==> config.mk <==
export PLATFORM = sky130hd
export DESIGN_NAME = rect_renderer_flat
export DESIGN_NICKNAME = d
export VERILOG_FILES = /design/src/rtl/gpu_pkg.sv /design/src/rtl/rect_renderer_if.sv /design/src/rtl/bit_synchronizer.sv /design/src/rtl/rect_renderer.sv /design/src/flat_wrapper.sv
export SDC_FILE = /design/constraint.sdc
export NUM_CORES = 1
export LEC_CHECK = 0
export ABC_AREA = 1
export CORE_MARGIN = 2
export CORE_UTILIZATION = 49
export DETAILED_ROUTE_END_ITERATION = 7
export GPL_TIMING_DRIVEN = 0
export PLACE_DENSITY_LB_ADDON = 0.25
export SLEW_MARGIN = 20
export SYNTH_ARGS = -nofsm -noshare
export SYNTH_HDL_FRONTEND = slang
export SYNTH_SLANG_ARGS = --single-unit
==> constraint.sdc <==
create_clock -name clk -period 2.5 [get_ports clk]
set_clock_uncertainty 0.1 [all_clocks]
set_input_delay 0.75 -clock clk [delete_from_list [all_inputs] [get_ports clk]]
set_output_delay 0.75 -clock clk [all_outputs]
set_load 0.01 [all_outputs]
==> src/rtl/gpu_pkg.sv <==
// rtl/gpu_pkg.sv - shared types and default frame geometry for the GPU drawing path
//
// Purpose: renderer state encoding, rectangle command record and default
// display dimensions shared by the rectangle renderer and its neighbours.
package gpu_pkg;

  localparam int FRAME_W_DEF = 640;
  localparam int FRAME_H_DEF = 480;
  localparam int STEP_DEF    = 2;

  typedef enum logic [1:0] {
    DONE     = 2'd0,
    CLEAR    = 2'd1,
    WAIT_CMD = 2'd2,
    DRAW     = 2'd3
  } rend_state_t;

  typedef struct packed {
    logic [9:0] x0;
    logic [9:0] y0;
    logic [9:0] x1;
    logic [9:0] y1;
    logic [3:0] color;
    logic       last;
  } rect_cmd_t;

endpackage

==> src/rtl/rect_renderer_if.sv <==
// rtl/rect_renderer_if.sv - command port and pixel write port of the rectangle renderer
//
// Purpose: bundles the rectangle command handshake and the frame-buffer write port.
// Modports:
//   master - the renderer: consumes commands, drives cmd_ready and the write port
//   slave  - the command source / frame director side
interface rect_renderer_if;
  import gpu_pkg::*;

  logic       cmd_valid;
  logic       cmd_ready;
  logic [9:0] cmd_x0;
  logic [9:0] cmd_y0;
  logic [9:0] cmd_x1;
  logic [9:0] cmd_y1;
  logic [3:0] cmd_color;
  logic       cmd_last;

  logic [9:0] gpu_x;
  logic [9:0] gpu_y;
  logic [3:0] gpu_data;
  logic       gpu_we;
  logic       gpu_done;

  modport master (
    input  cmd_valid, cmd_x0, cmd_y0, cmd_x1, cmd_y1, cmd_color, cmd_last,
    output cmd_ready, gpu_x, gpu_y, gpu_data, gpu_we, gpu_done
  );

  modport slave (
    output cmd_valid, cmd_x0, cmd_y0, cmd_x1, cmd_y1, cmd_color, cmd_last,
    input  cmd_ready, gpu_x, gpu_y, gpu_data, gpu_we, gpu_done
  );

endinterface

==> src/rtl/bit_synchronizer.sv <==
// rtl/bit_synchronizer.sv - two-flop synchroniser for a single level signal
//
// Purpose: brings an asynchronous level into the clk domain.
// Ports:
//   clk   in  destination clock
//   rst_n in  asynchronous active-low reset, clears both stages
//   i_d   in  asynchronous level
//   o_q   out synchronised level, two clocks of latency
module bit_synchronizer (
  input  logic clk,
  input  logic rst_n,
  input  logic i_d,
  output logic o_q
);

  logic r_meta;
  logic r_sync;

  always_ff @(posedge clk or negedge rst_n) begin
    if (!rst_n) begin
      r_meta <= 1'b0;
      r_sync <= 1'b0;
    end else begin
      r_meta <= i_d;
      r_sync <= r_meta;
    end
  end

  assign o_q = r_sync;

endmodule

==> src/rtl/rect_renderer.sv <==
// rtl/rect_renderer.sv - back-buffer clear and filled-rectangle rasteriser
//
// Purpose: on a start event clears the back buffer to bg_color, then fills
// rectangles from the command port, one buffer cell per clock.
// Ports:
//   clk       in  GPU clock
//   reset     in  asynchronous active-low reset
//   gpu_start in  start request from the frame director (other clock domain)
//   bg_color  in  clear colour, sampled with the start event
//   bus       master side of rect_renderer_if (commands in, pixel writes out)
module rect_renderer
  import gpu_pkg::*;
#(
  parameter int FRAME_W = FRAME_W_DEF,
  parameter int FRAME_H = FRAME_H_DEF,
  parameter int STEP    = STEP_DEF
) (
  input  logic             clk,
  input  logic             reset,
  input  logic             gpu_start,
  input  logic [3:0]       bg_color,
  rect_renderer_if.master  bus
);

  // Coordinates are carried in 11 bits so x+STEP never wraps near 1023.
  localparam logic [10:0] W_LAST = 11'(FRAME_W - STEP);
  localparam logic [10:0] H_LAST = 11'(FRAME_H - STEP);
  localparam logic [10:0] W_MAX  = 11'(FRAME_W - 1);
  localparam logic [10:0] H_MAX  = 11'(FRAME_H - 1);
  localparam logic [10:0] W_LIM  = 11'(FRAME_W);
  localparam logic [10:0] H_LIM  = 11'(FRAME_H);
  localparam logic [10:0] STEP11 = 11'(STEP);
  localparam logic [9:0]  CELL_MASK = ~10'(STEP - 1);

  rend_state_t r_state;
  logic [10:0] r_x, r_y;
  logic [10:0] r_xs, r_xe, r_ye;
  logic [3:0]  r_data;
  logic        r_we, r_done, r_ready, r_last;
  logic        r_start_prev;

  logic        w_start_sync;
  logic        w_start_evt;
  rect_cmd_t   w_cmd;
  logic [10:0] w_xs, w_ys, w_x1, w_y1, w_xe, w_ye;
  logic [10:0] w_x_next, w_y_next;
  logic        w_empty;

  bit_synchronizer u_start_sync (
    .clk   (clk),
    .rst_n (reset),
    .i_d   (gpu_start),
    .o_q   (w_start_sync)
  );

  // Only the rising edge starts a frame; a held level is ignored.
  assign w_start_evt = w_start_sync & ~r_start_prev;

  assign w_cmd = '{x0: bus.cmd_x0, y0: bus.cmd_y0, x1: bus.cmd_x1, y1: bus.cmd_y1,
                   color: bus.cmd_color, last: bus.cmd_last};

  // Start corner snaps down to a cell boundary; end corner clips to the frame.
  assign w_xs = {1'b0, w_cmd.x0 & CELL_MASK};
  assign w_ys = {1'b0, w_cmd.y0 & CELL_MASK};
  assign w_x1 = {1'b0, w_cmd.x1};
  assign w_y1 = {1'b0, w_cmd.y1};
  assign w_xe = (w_x1 > W_MAX) ? W_MAX : w_x1;
  assign w_ye = (w_y1 > H_MAX) ? H_MAX : w_y1;
  assign w_empty = (w_xs > w_xe) || (w_ys > w_ye) || (w_xs >= W_LIM) || (w_ys >= H_LIM);

  assign w_x_next = r_x + STEP11;
  assign w_y_next = r_y + STEP11;

  always_ff @(posedge clk or negedge reset) begin
    if (!reset) begin
      r_state      <= DONE;
      r_x          <= '0;
      r_y          <= '0;
      r_xs         <= '0;
      r_xe         <= '0;
      r_ye         <= '0;
      r_data       <= '0;
      r_we         <= 1'b0;
      r_done       <= 1'b1;
      r_ready      <= 1'b0;
      r_last       <= 1'b0;
      r_start_prev <= 1'b0;
    end else begin
      r_start_prev <= w_start_sync;
      case (r_state)
        DONE: begin
          // The first clear write is issued together with the state change.
          if (w_start_evt) begin
            r_state <= CLEAR;
            r_data  <= bg_color;
            r_x     <= '0;
            r_y     <= '0;
            r_we    <= 1'b1;
            r_done  <= 1'b0;
          end
        end
        CLEAR: begin
          if (r_x == W_LAST) begin
            r_x <= '0;
            if (r_y == H_LAST) begin
              r_state <= WAIT_CMD;
              r_y     <= '0;
              r_we    <= 1'b0;
              r_ready <= 1'b1;
            end else begin
              r_y <= w_y_next;
            end
          end else begin
            r_x <= w_x_next;
          end
        end
        WAIT_CMD: begin
          if (bus.cmd_valid && r_ready) begin
            r_last <= w_cmd.last;
            if (w_empty) begin
              if (w_cmd.last) begin
                r_state <= DONE;
                r_ready <= 1'b0;
                r_done  <= 1'b1;
              end
            end else begin
              r_state <= DRAW;
              r_ready <= 1'b0;
              r_we    <= 1'b1;
              r_x     <= w_xs;
              r_y     <= w_ys;
              r_data  <= w_cmd.color;
              r_xs    <= w_xs;
              r_xe    <= w_xe;
              r_ye    <= w_ye;
            end
          end
        end
        DRAW: begin
          if (w_x_next > r_xe) begin
            if (w_y_next > r_ye) begin
              r_we <= 1'b0;
              if (r_last) begin
                r_state <= DONE;
                r_done  <= 1'b1;
              end else begin
                r_state <= WAIT_CMD;
                r_ready <= 1'b1;
              end
            end else begin
              r_x <= r_xs;
              r_y <= w_y_next;
            end
          end else begin
            r_x <= w_x_next;
          end
        end
        default: r_state <= DONE;
      endcase
    end
  end

  assign bus.cmd_ready = r_ready;
  assign bus.gpu_x     = r_x[9:0];
  assign bus.gpu_y     = r_y[9:0];
  assign bus.gpu_data  = r_data;
  assign bus.gpu_we    = r_we;
  assign bus.gpu_done  = r_done;

endmodule

==> src/flat_wrapper.sv <==
// flat-port wrapper written by rule: the top's interface ports become plain ports
module rect_renderer_flat import gpu_pkg::*;
#(
  parameter int FRAME_W = FRAME_W_DEF,
  parameter int FRAME_H = FRAME_H_DEF,
  parameter int STEP    = STEP_DEF
)
  (clk, reset, gpu_start, bg_color, bus_cmd_valid, bus_cmd_x0, bus_cmd_y0, bus_cmd_x1, bus_cmd_y1, bus_cmd_color, bus_cmd_last, bus_cmd_ready, bus_gpu_x, bus_gpu_y, bus_gpu_data, bus_gpu_we, bus_gpu_done);
  rect_renderer_if bus_i ();
  input  logic clk;
  input  logic reset;
  input  logic gpu_start;
  input  logic [3:0] bg_color;
  input wire logic [$bits(bus_i.cmd_valid)-1:0] bus_cmd_valid;
  input wire logic [$bits(bus_i.cmd_x0)-1:0] bus_cmd_x0;
  input wire logic [$bits(bus_i.cmd_y0)-1:0] bus_cmd_y0;
  input wire logic [$bits(bus_i.cmd_x1)-1:0] bus_cmd_x1;
  input wire logic [$bits(bus_i.cmd_y1)-1:0] bus_cmd_y1;
  input wire logic [$bits(bus_i.cmd_color)-1:0] bus_cmd_color;
  input wire logic [$bits(bus_i.cmd_last)-1:0] bus_cmd_last;
  output wire logic [$bits(bus_i.cmd_ready)-1:0] bus_cmd_ready;
  output wire logic [$bits(bus_i.gpu_x)-1:0] bus_gpu_x;
  output wire logic [$bits(bus_i.gpu_y)-1:0] bus_gpu_y;
  output wire logic [$bits(bus_i.gpu_data)-1:0] bus_gpu_data;
  output wire logic [$bits(bus_i.gpu_we)-1:0] bus_gpu_we;
  output wire logic [$bits(bus_i.gpu_done)-1:0] bus_gpu_done;
  assign bus_i.cmd_valid = bus_cmd_valid;
  assign bus_i.cmd_x0 = bus_cmd_x0;
  assign bus_i.cmd_y0 = bus_cmd_y0;
  assign bus_i.cmd_x1 = bus_cmd_x1;
  assign bus_i.cmd_y1 = bus_cmd_y1;
  assign bus_i.cmd_color = bus_cmd_color;
  assign bus_i.cmd_last = bus_cmd_last;
  assign bus_cmd_ready = bus_i.cmd_ready;
  assign bus_gpu_x = bus_i.gpu_x;
  assign bus_gpu_y = bus_i.gpu_y;
  assign bus_gpu_data = bus_i.gpu_data;
  assign bus_gpu_we = bus_i.gpu_we;
  assign bus_gpu_done = bus_i.gpu_done;
  rect_renderer #(.FRAME_W(FRAME_W), .FRAME_H(FRAME_H), .STEP(STEP)) u_core (.clk(clk), .reset(reset), .gpu_start(gpu_start), .bg_color(bg_color), .bus(bus_i));
endmodule
After elaboration in Yosys (flattened, before gate mapping)
Cells that the tools add are included.
Word-level totals
  register bits: 66
  bits of input ports: 53
  output and inout bits: 27
  logic and storage cells: 118
Operators by class
  add/sub/neg operators: 2
  magnitude comparators: 8
  equality and inequality tests: 19
  muxes and demuxes: 55
  bitwise logic cells: 3
  reductions and logical operators: 17
Operators by type and width (number)
  $mux W11: 12
  $pmux W11 S4: 2
  $add A11 B2 Y11 const B: 2
  $gt A10 B11 Y1: 2
  $gt A11 B11 Y1: 2
  $mux W1: 22
  $mux W10: 2
  $mux W2: 9
  $ne A2 B1 Y1 const B: 8
  $reduce_and A8 Y1: 2
  $reduce_and A7 Y1: 2
  $mux W4: 3
  $eq A11 B10 Y1 const B: 1
  $eq A11 B9 Y1 const B: 1
  $ge A10 B10 Y1 const B: 1
  $ge A10 B9 Y1 const B: 1
  $gt A10 B10 Y1 const B: 1
  $gt A10 B9 Y1 const B: 1
  $ne A2 B2 Y1 const B: 4
  $pmux W2 S4: 1
  $pmux W4 S2: 1
  $reduce_and A4 Y1: 2
  $ne A3 B3 Y1 const B: 2
  $pmux W1 S3: 2
  other kinds (13): 18

Logic depth before layout (Yosys ltp)
  depth in word-level cells: 9
  depth in mapped cells: 22
  mapped depth without buffers: 22

Modules after synthesis
From an unflattened synthesis, not the netlist that was laid out.
Second synthesis, totals
  cell total of the unflattened synthesis: 680
  area total of the unflattened synthesis: 4739.5 µm²
Modules (own cells, without submodules)
  rect_renderer: instances 1, cells an instance 678, area each 4689.5 µm², seq. area each 1502.7 µm²
  bit_synchronizer: instances 1, cells an instance 2, area each 50.0 µm², seq. area each 50.0 µm²

Least setup slack after synthesis
OpenSTA, ideal clock, no wires.
  path type: input-to-reg
  from: input bus_cmd_x1[8]
  to: register u_core.r_xe[3]
  setup time: 129 ps
  arrival time: 2712 ps
  data required time: 2271 ps
  slack: -441 ps
  stages: 18
  path buffers: 2
  cell sequence: o21ai_2 -> inv_1 -> nor2_1 -> ha_1 -> nand2_1 -> inv_1 -> nand2_1 -> nand2_1 -> a21oi_1 -> nand2_1 -> nand2_2 -> nand3_4 -> nor3_4 -> inv_2 -> buf_2 -> buf_6 -> nand2_1 -> o21ai_1
Between the ends
  cells in the longest elaborated chain, start to end: 8
RTL lines
  from (decl): RTL line flat_wrapper.sv:17  | input wire logic [$bits(bus_i.cmd_x1)-1:0] bus_cmd_x1;
  $gt A10 B10 Y1: RTL line rect_renderer.sv:67  | assign w_xe = (w_x1 > W_MAX) ? W_MAX : w_x1;
  $mux W10 (*): RTL line rect_renderer.sv:67
  $gt A10 B11 Y1: RTL line rect_renderer.sv:69  | assign w_empty = (w_xs > w_xe) || (w_ys > w_ye) || (w_xs >= W_LIM) || (w_ys >= H_LIM);
  $logic_or A1 B1 Y1 (3 in series): RTL line rect_renderer.sv:69
  $not A1 Y1 (no source line)
  $reduce_and A3 Y1 (no source line)
  to (signal assigned): RTL line rect_renderer.sv:134  | r_xe <= w_xe;
  to (decl): RTL line rect_renderer.sv:37  | logic [10:0] r_xs, r_xe, r_ye;
Mark *: on every way between the ends. The rest lies on a longest branch, timed or not.
A chain may end at the register's enable or synchronous reset.

Final worst setup path
  from: register u_core.r_y[2]
  to: register u_core.r_y[9]
Between the ends
  cells in the longest elaborated chain, start to end: 4
  elaborated cells on any way between the ends: 10
  classes of those cells: add/sub (1); order compare (1); eq/ne (2); mux (5); reduce/logical (1)
RTL lines
  from (decl): RTL line rect_renderer.sv:36  | logic [10:0] r_x, r_y;
  from (signal assigned): RTL line rect_renderer.sv:111  | r_y <= w_y_next;
  from (signal assigned): RTL line rect_renderer.sv:131  | r_y <= w_ys;
  from (signal assigned): RTL line rect_renderer.sv:152  | r_y <= w_y_next;
  $add A11 B2 Y11 or $eq A11 B9 Y1 (tied branches): RTL line rect_renderer.sv:72, rect_renderer.sv:105
  $gt A11 B11 Y1 (tied with other cells): RTL line rect_renderer.sv:141  | if (w_y_next > r_ye) begin
  $ne A2 B2 Y1 (no source line) (tied with other cells)
  $reduce_and A6 Y1 (no source line) or $pmux W11 S4 (tied branches)
Parallel ways exist; a longest one is shown, timed or not. The select of a mux whose other input is x is not followed.

==> qor.yml <==
timing:
  max_slew_margin_pct: 44.0
  hold_viol: 0
  rsz0062_at_grt: "yes"
  finalCritPeriodShare_pct: 121
  hold_slack_ps: 175
  setup-tns-final_ps: -23960
  worst_pin_slew_ps: 839
  slew_viol_final: 0
  finalSetupViolCount: 58
  setup_ws_ps: -513
  fmax_mhz: 332
  period_needed_ps: 3010
worst_setup_path:
  worst_setup_path_end_kind: "flop"
  cp_top_family: "simple AND/OR/NAND/NOR gates"
  path_class: "reg -> reg"
  reg2regPathDepth: 21
  cpMostUsedCell: "nand2_2"
  r2r-end: "u_core.r_y[9]$_DFFE_PN0P_"
  crit_path_start_kind: "flop"
  r2r_setup_slack_ps: -510
  startpoint: "u_core.r_y[2]$_DFFE_PN0P_"
  crit_buf_inv: 3
  crit_path_top_delay_cell: "dfrtp_2"
  cp_cell_sequence: "ha_2 -> nand2_4 -> o21ai_0 -> o21ai_0 -> inv_1 -> ha_1 -> nand2_2 -> inv_1 -> nand2_1 -> nand2_1 -> nand2_1 -> nand3_1 -> nand2_2 -> nand2_2 -> nand2_2 -> nand2_4 -> nor2_4 -> nand2_4 -> buf_6 -> nand2_2 -> o21ai_2"
  required_ps: 2640
  cp.arrival_ps: 3160
  crit_path_max_fanout: 5
  critPathMaxStageDelay_ps: 410
  rr_startpoint: "u_core.r_y[2]$_DFFE_PN0P_"
final_layout:
  area.growth.synth_to_final_pct: 54.1
  drive_gt1_share_pct: 34.8
  final_common_cell: "nand2_1"
  stdcell_count: 901
  nets: 882
  diodes: 0
  final_cell_mix: "159 x nand2_1, 72 x inv_1, 59 x buf_4"
placed_design:
  dp.cells: 832
  port_buffers: 75
  dp_hpwl_um: 9200
  post-place-ws_ps: -1320
  gp_congestion: 0.913
worst_hold_path:
  hold_class: "in -> async"
run:
  drv_cap: 0
clock_tree:
  htreeDepth: 3
  clkSlewWorstSetupHoldPaths_ps: 70
  numCtsBuffers: 9
  root_buffer: "clkbuf_8"
  insertion_delay_ps: 360
  cts_sinks: 62
  clk_path_buf_depth: 2
  cts_tree: "yes"
routing:
  drt-pass1-iter-count: 5
  routed_via_density: 5.50
  routed_wl_um: 15600
  wl_met3_um: 947
  routedWlPerCell_um: 17.3
  vias: 4958
  ant_nets: 0
  drt-initial-drc-count: 314
  met1_length_um: 6260
  routed-wl-met2_um: 7810
  post-route-drc-count: 0
  top_layer: "met4"
floorplan:
  core-area_mm2: 0.00915
  rows: 35
  dieArea_mm2: 0.0102
  pin_count: 80
  die_w_um: 101
  die_y_um: 101
  start_util_pct: 50.2
logic_synthesis:
  yosysWarnings: 0
  avgSynthCellArea_um2: 7.14
  synth_area_mm2: 0.00460
  synth_seq_area_share_pct: 33.8
  synth-seq-cells: 62
  synthCells: 644
  yosysUniqueCellTypes: 37
global_routing:
  grt_pass1_wl_um: 22600
  track_usage_pct: 28.5
  grt_max_degree: 41
  antenna_found_initial: 0
  grt_pass1_vias: 4802
  overflow: 0
power_and_ir_drop:
  irDropWorstVdd_mv: 0.467
  leakage_uw: 0.00346
  powerDensity_mw_per_mm2: 976
outcome:
  violations: "setup timing"
  status: "finished, violations left"
[worst max-delay path by stage]
stage / slack [ps] / end / cells past startpoint
2_1_floorplan: -340 / u_core.r_ye[7]$_DFFE_PN0P_ / 18
3_3_place_gp: -1490 / u_core.r_xe[7]$_DFFE_PN0P_ / 1
3_5_place_dp: -1320 / u_core.r_ye[6]$_DFFE_PN0P_ / 19
4_1_cts: -390 / u_core.r_y[2]$_DFFE_PN0P_ / 19
5_1_grt: -640 / u_core.r_y[7]$_DFFE_PN0P_ / 21
6_report: -510 / u_core.r_y[9]$_DFFE_PN0P_ / 21
[power by group]
part / total (µW) / switching (µW) / internal, µW / leakage [µW]
Combinational: 4410 / 2440 / 1960 / 0.00258
Sequential: 1730 / 365 / 1360 / 0.000804
Clock: 782 / 409 / 373 / 0.0000821
[per-stage QoR]
step | utilization [%] | area [µm²] | total power (µW)
6_report | 77.4 | 7080 | 6910
5_1_grt | 77.4 | 7080 | 7350
4_1_cts | 72.3 | 6620 | 6210
3_5_place_dp | 61.5 | 5630 | 4720
3_3_place_gp | 61.3 | 5610 | 4590
2_1_floorplan | - | 4720 | 3700
[routing by layer]
layer	vias up	GRT usage, %
met1	2346	35.5
met4	0	11.9
met5	-	0
li1	2316	-
met3	60	4.44
met2	236	49.0
[final cells by class]
class	count	area (µm²)
Buffer	32	283
Clock buffer	12	145
Clock inverter	2	10.0
Fill cell	610	2070
Inverter	82	318
Multi-Input combinational cell	469	3320
Sequential cell	62	1560
Tap cell	111	139
Timing Repair Buffer	131	1310
[Yosys cell counts (all sizes together)]
| library cell | count | area (µm²) |
|---|---|---|
| buf | 26 | 193 |
| o31ai | 1 | 7.51 |
| o211ai | 2 | 15.0 |
| o21bai | 1 | 7.51 |
| inv | 82 | 308 |
| dfstp | 1 | 26.3 |
| and3 | 1 | 6.26 |
| a21o | 1 | 7.51 |
| mux2i | 4 | 40.0 |
| xnor2 | 2 | 17.5 |
| or2 | 1 | 6.26 |
| a22oi | 6 | 45.0 |
| dfrtp | 61 | 1530 |
| nand3 | 47 | 253 |
| conb | 2 | 7.51 |
| a21oi | 14 | 70.1 |
| nand3b | 2 | 15.0 |
| nand4 | 8 | 50.1 |
| nor2 | 45 | 194 |
| xor2 | 8 | 70.1 |
| o21ai | 42 | 251 |
| clkbuf | 7 | 26.3 |
| ha | 42 | 526 |
| nor3 | 6 | 41.3 |
| nand2 | 232 | 886 |
[flip-flops by register name, summed over array words and instances (netlist names)]
name / cells
u_core.bus.cmd_ready: 1
u_core.u_start_sync.o_q: 1
u_core.r_xe: 10
u_core.r_last: 1
u_core.bus.gpu_we: 1
u_core.r_ye: 10
u_core.r_xs: 9
u_core.r_x: 10
u_core.r_y: 10
u_core.u_start_sync.r_meta: 1
u_core.r_start_prev: 1
u_core.r_state: 2
u_core.bus.gpu_done: 1
u_core.bus.gpu_data: 4
[what timing repair did]
item	CTS	global route
pin swaps	58	61
hold endpoints to repair	0	0
hold buffers	0	0
gates cloned	5	1
resized for setup	172	97
setup buffers	37	14
setup endpoints to repair	58	58
[kinds of logic after synthesis]
logic type | share of synthesized area [%]
adders and majority gates | 11.4
muxes | 0.871
other | 0.163
buffers and inverters | 11.5
and+or+nand+nor | 31.6
AOI/OAI and AO/OA | 8.79
xor gates and xnor gates | 1.91
DFF | 33.8
Power figures use the tool's default switching activity.
